[config.mk]
export PLATFORM = sky130hd
export DESIGN_NAME = logic_unit_arbiter
export DESIGN_NICKNAME = d
export VERILOG_FILES = /design/src/rtl/logic_unit_arbiter.sv
export SDC_FILE = /design/constraint.sdc
export NUM_CORES = 1
export LEC_CHECK = 0
export CORE_MARGIN = 10
export CORE_UTILIZATION = 45
export CTS_BUF_LIST = sky130_fd_sc_hd__clkbuf_4 sky130_fd_sc_hd__clkbuf_8
export DETAILED_ROUTE_END_ITERATION = 6
export GPL_TIMING_DRIVEN = 0
export PLACE_DENSITY = 0.79
export SYNTH_ARGS = -nofsm -noshare
export SYNTH_HDL_FRONTEND = slang
export SYNTH_SLANG_ARGS = --single-unit
[constraint.sdc]
create_clock -name clk -period 4.35 [get_ports clk]
set_clock_uncertainty 0.1 [all_clocks]
set_input_delay 0.6525 -clock clk [delete_from_list [all_inputs] [get_ports clk]]
set_output_delay 0.6525 -clock clk [all_outputs]
set_load 0.1 [all_outputs]
[src/rtl/logic_unit_arbiter.sv]
// logic_unit_arbiter: round-robin sharing of one registered AND/OR/XOR/NOR unit between two requesters
module logic_unit_arbiter #(
  parameter int WIDTH = 32
) (
  input  logic             clk,
  input  logic             rst,
  input  logic             req0_valid,
  output logic             req0_ready,
  input  logic [1:0]       req0_op,
  input  logic [WIDTH-1:0] req0_a,
  input  logic [WIDTH-1:0] req0_b,
  output logic             rsp0_valid,
  input  logic             rsp0_ready,
  output logic [WIDTH-1:0] rsp0_data,
  output logic             rsp0_zero,
  input  logic             req1_valid,
  output logic             req1_ready,
  input  logic [1:0]       req1_op,
  input  logic [WIDTH-1:0] req1_a,
  input  logic [WIDTH-1:0] req1_b,
  output logic             rsp1_valid,
  input  logic             rsp1_ready,
  output logic [WIDTH-1:0] rsp1_data,
  output logic             rsp1_zero,
  output logic             busy
);
  typedef enum logic [1:0] {IDLE, EXEC, RESP} state_t;
  state_t           state_q, state_d;
  logic             last_q, last_d, owner_q, owner_d, zero_q, zero_d;
  logic [1:0]       op_q, op_d;
  logic [WIDTH-1:0] a_q, a_d, b_q, b_d, res_q, res_d, res;
  logic             grant, accept, take;
  always_comb begin
    grant      = (req0_valid && req1_valid) ? ~last_q : req1_valid;
    accept     = !rst && state_q == IDLE && (req0_valid || req1_valid);
    req0_ready = accept && !grant;
    req1_ready = accept && grant;
    res        = op_q == 2'b00 ? (a_q & b_q) :
                 op_q == 2'b01 ? (a_q | b_q) :
                 op_q == 2'b10 ? (a_q ^ b_q) : ~(a_q | b_q);
    take       = state_q == RESP && (owner_q ? rsp1_ready : rsp0_ready);
    state_d    = accept ? EXEC : state_q == EXEC ? RESP : take ? IDLE : state_q;
    last_d     = accept ? grant : last_q;
    owner_d    = accept ? grant : owner_q;
    op_d       = accept ? (grant ? req1_op : req0_op) : op_q;
    a_d        = accept ? (grant ? req1_a : req0_a) : a_q;
    b_d        = accept ? (grant ? req1_b : req0_b) : b_q;
    res_d      = state_q == EXEC ? res : res_q;
    zero_d     = state_q == EXEC ? res == '0 : zero_q;
    rsp0_valid = state_q == RESP && !owner_q;
    rsp1_valid = state_q == RESP && owner_q;
    rsp0_data  = rsp0_valid ? res_q : '0;
    rsp1_data  = rsp1_valid ? res_q : '0;
    rsp0_zero  = rsp0_valid && zero_q;
    rsp1_zero  = rsp1_valid && zero_q;
    busy       = state_q != IDLE;
  end
  always_ff @(posedge clk) begin
    if (rst) begin
      state_q <= IDLE;
      last_q  <= 1'b1;
      owner_q <= 1'b0;
      op_q    <= '0;
      a_q     <= '0;
      b_q     <= '0;
      res_q   <= '0;
      zero_q  <= 1'b0;
    end else begin
      state_q <= state_d;
      last_q  <= last_d;
      owner_q <= owner_d;
      op_q    <= op_d;
      a_q     <= a_d;
      b_q     <= b_d;
      res_q   <= res_d;
      zero_q  <= zero_d;
    end
  end
endmodule

==> metrics.md <==
| Metric | Value |
|---|---|
| Status | `finished clean` |
| Worst-path cell chain | `clkdlybuf4s50_1 > a21boi_1 > clkbuf_1 > buf_2 > buf_2 > nor3b_2 > dlygate4sd2_1` |
| Combinational share of power | `37.0%` |
| Final period util | `94.5%` |
| Switching share of power | `36.3%` |
| Number of buffers added on ports | `207` |
| Sw Pwr | `986 µW` |
| Slew @ Worst Pin | `1.03 ns` |
| Slew Viols, Final | `0` |
| Final hold slack | `0.364 ns` |
| Slew margin rel. | `31.0%` |
| Initial drt markers | `298` |
| P per Cell Area | `285 nW/µm²` |
| Final Hold Fails | `0` |
| Maximum root-to-sink buffer count | `2` |
| Share of layout cells above drive strength 1 | `6.40%` |
| Pint | `1.73 mW` |
| Boundary Pins | `209` |
| Crit path max fanout | `10` |
| Reg clk slew, reported paths | `0.10 ns` |
| Layout Nets | `1230` |
| CTS Sinks | `103` |
| CP most frequent cell | `buf_2` |
| CP max-delay cell | `dlygate4sd2_1` |
| Hold Crit Depth | `2` |
| F_max | `243 MHz` |
| Rows | `45` |
| Filler Cell Count | `1320` |
| Area growth, synth to finish | `35.8%` |
| Synth cell types | `27` |
| Total gr overflow | `0` |
| Hold Crit Class | `reg -> reg` |
| RR Endpoint | `zero_q$_SDFFE_PP0P_` |
| Final setup fails | `0` |
| WS Path Type | `in -> out` |
| Clk Latency, worst-skew pair | `0.38 ns` |
| Met3 wire length | `1.46 mm` |
| Avg Inst Size Synth | `9.04 µm²` |
| Static leakage | `4.00 nW` |
| Gate count of the mapped netlist | `778` |
| Power share of the clock group | `21.1%` |
| Critical path origin | `req1_valid` |
| Worst slack, placed | `-0.0657 ns` |
| FF-to-FF path depth | `6` |
| Die extent in x | `145 µm` |
| Initial antenna violation count | `1` |
| Post-layout min period | `4.11 ns` |
| Peak VDD IR | `0.000157 V` |
| Overall Power | `2.72 mW` |
| Met2 WL | `9.38 mm` |
| Routed length per instance | `16.3 µm` |
| Final worst setup slack | `0.238 ns` |
| R2R Path Start | `op_q[0]$_SDFFE_PP0P_` |
| Maxcap violations | `0` |
| # DRC | `0` |
| Synthesis Warnings | `0` |
| Root Buffer | `clkbuf_8` |
| Post-synth top area share | `29.3%` |
| WP data required | `3.60 ns` |
| Ant. Diodes | `0` |
| FF/Latch Area | `2060 µm²` |
| Worst reg-to-reg setup slack | `1.90 ns` |
| Worst Path Buf+Inv | `5` |
| Register area share after synthesis | `29.3%` |
| Pre-Repair DR Iteration Count | `4` |
| Die height | `145 µm` |
| Seq cells post-synth | `103` |
| RSZ-0062 raised after global routing | `no` |
| Total GRT Usage | `18.2%` |
| Syn Std Cell Area | `7030 µm²` |
| Vias | `6032` |
| Post-synthesis net count | `1012` |
| Area leader, netlist | `dfxtp_1` |
| Postcts setup bufs | `0` |
| CP startpoint kind | `input pin` |
| Die ar. | `21000 µm²` |
| Post-DP HPWL | `16.6 mm` |
| Core area | `15300 µm²` |
| DRT Wirelength | `19.7 mm` |
| TritonCTS clock tree | `yes` |
| Routed length on met1 | `8.43 mm` |
| Crit path DAT | `3.36 ns` |
| Wire length of the first global-routing pass | `31.7 mm` |
| Multi-input gate area | `4350 µm²` |
| Pin count of the biggest net entering global routing | `19` |
| Starting Density | `46.1%` |
| Highest Signal Layer | `met5` |
| Critical Path End Type | `primary output` |
| Seq pwr share | `41.8%` |
| Inserted Clock Buffers | `9` |
| Vias in the first global route | `6195` |
| Final ANT Viol Nets | `0` |
| Htree depth | `3` |
| Worst Min Path Start | `res_q[22]$_SDFFE_PP0P_` |
| Delay-heaviest family, CP | `buffers and inverters` |
| Top cells by area, synth | `dfxtp_1, ha_1, mux4_2` |
| Critical Path Max Stage Delay | `0.90 ns` |
| Routability cong. | `0.801` |
| Routed vias/inst | `4.98` |
| Hold EP | `res_q[22]$_SDFFE_PP0P_` |
[stage by stage]
| step | cell area [µm²] | utilization [%] | setup TNS, ns | cells |
|---|---|---|---|---|
| 4_1_cts | 9550 | 62.6 | 0 | 1211 |
| 3_3_place_gp | 9370 | 61.4 | -0.0653 | 1196 |
| 2_1_floorplan | 7030 | - | 0 | 778 |
| 3_5_place_dp | 9370 | 61.4 | -0.0657 | 1196 |
| 5_1_grt | 9550 | 62.6 | 0 | 1211 |
| 6_report | 9550 | 62.6 | 0 | 1211 |
[kinds of logic (layout without fill, tap and decap cells)]
group | Yosys count | in the layout | share of synthesized area (%)
and+or+nand+nor | 233 | 233 | 15.7
muxes | 99 | 99 | 19.8
buffers and inverters | 152 | 374 | 8.88
adders and majority gates | 96 | 96 | 17.1
AOI/OAI and AO/OA | 95 | 95 | 9.18
DFF | 103 | 103 | 29.3
[placed cells by master, fill, tap and decap left out, drive strengths merged, types with 3 or more instances in the layout]
cell type,count
a21oi,27
and2,66
nor2,85
nor4,7
ha,96
inv,98
clkinv,3
a211oi,66
mux2i,67
buf,25
nor3,11
clkdlybuf4s50,206
mux4,32
nand2,53
clkbuf,40
dfxtp,103
[how the worst max path moves through the flow]
stage	depth (start not counted)	slack (ns)	to
after floorplan	3	0.19	req0_ready
after global placement	7	-0.07	req1_ready
after detailed placement	7	-0.07	req1_ready
after CTS	7	0.21	req1_ready
after global routing	7	0.11	req1_ready
final	7	0.24	req1_ready
[registers in the layout, indices dropped and copies added (netlist names)]
name and count:
b_q 32, res_q 32, last_q 1, a_q 32, state_q 2, owner_q 1
zero_q 1, op_q 2
[synth_stat cells]
cell        n
clkbuf_1   31
mux2i_1    67
and2_1     66
inv_1      96
mux4_2     32
o31ai_1     1
nor3_1     11
nor3b_1     2
nand2b_1    1
buf_12      1
nor4_1      7
buf_6       3
nor2_1     85
nand2_1    53
or2_1       2
nand3_1     1
a21boi_1    1
a211oi_1   66
dfxtp_1   103
nor2b_1     1
nand3b_1    2
nand4_1     1
ha_1       96
buf_2      12
buf_1       9
and3b_1     1
a21oi_1    27
[worst register-to-register path: stages, from the launching register on]
cell      delay, ns
dfxtp_1        0.32
buf_2          0.21
clkbuf_1       0.59
mux4_2         0.43
nor4_1         0.42
nand2_1        0.09
o31ai_1        0.21
[layout make-up]
cell class	count	share of cell area, %
multi-input cells	523	45.5
repair buffers	207	21.7
flip-flops and latches	103	21.6
inverters	96	3.77
plain buffers	56	2.76
well taps	211	2.76
clock buffers	9	1.30
clock inverters	6	0.590
[timing repair]
action	in CTS	in global routing
gates resized for setup	1	0
hold buffers	0	0
setup endpoints to repair	1	0
endpoints found under the hold margin	0	0
[routing by layer]
| layer | track usage [%] | vias to the layer above |
|---|---|---|
| met3 | 4.41 | 28 |
| met5 | 0 | - |
| met4 | 5.72 | 2 |
| met1 | 22.2 | 2760 |
| li1 | - | 3038 |
| met2 | 30.8 | 204 |
[power by group through the flow]
stage	logic [mW]	registers (mW)	clock network (mW)
after global routing	1.12	1.15	0.617
after floorplan	0.672	1.13	0
after detailed placement	1.01	1.16	0
after CTS	1.01	1.14	0.581
after global placement	0.968	1.15	0
final	1.01	1.14	0.575
Note: power is estimated with default switching activity, not from simulation.
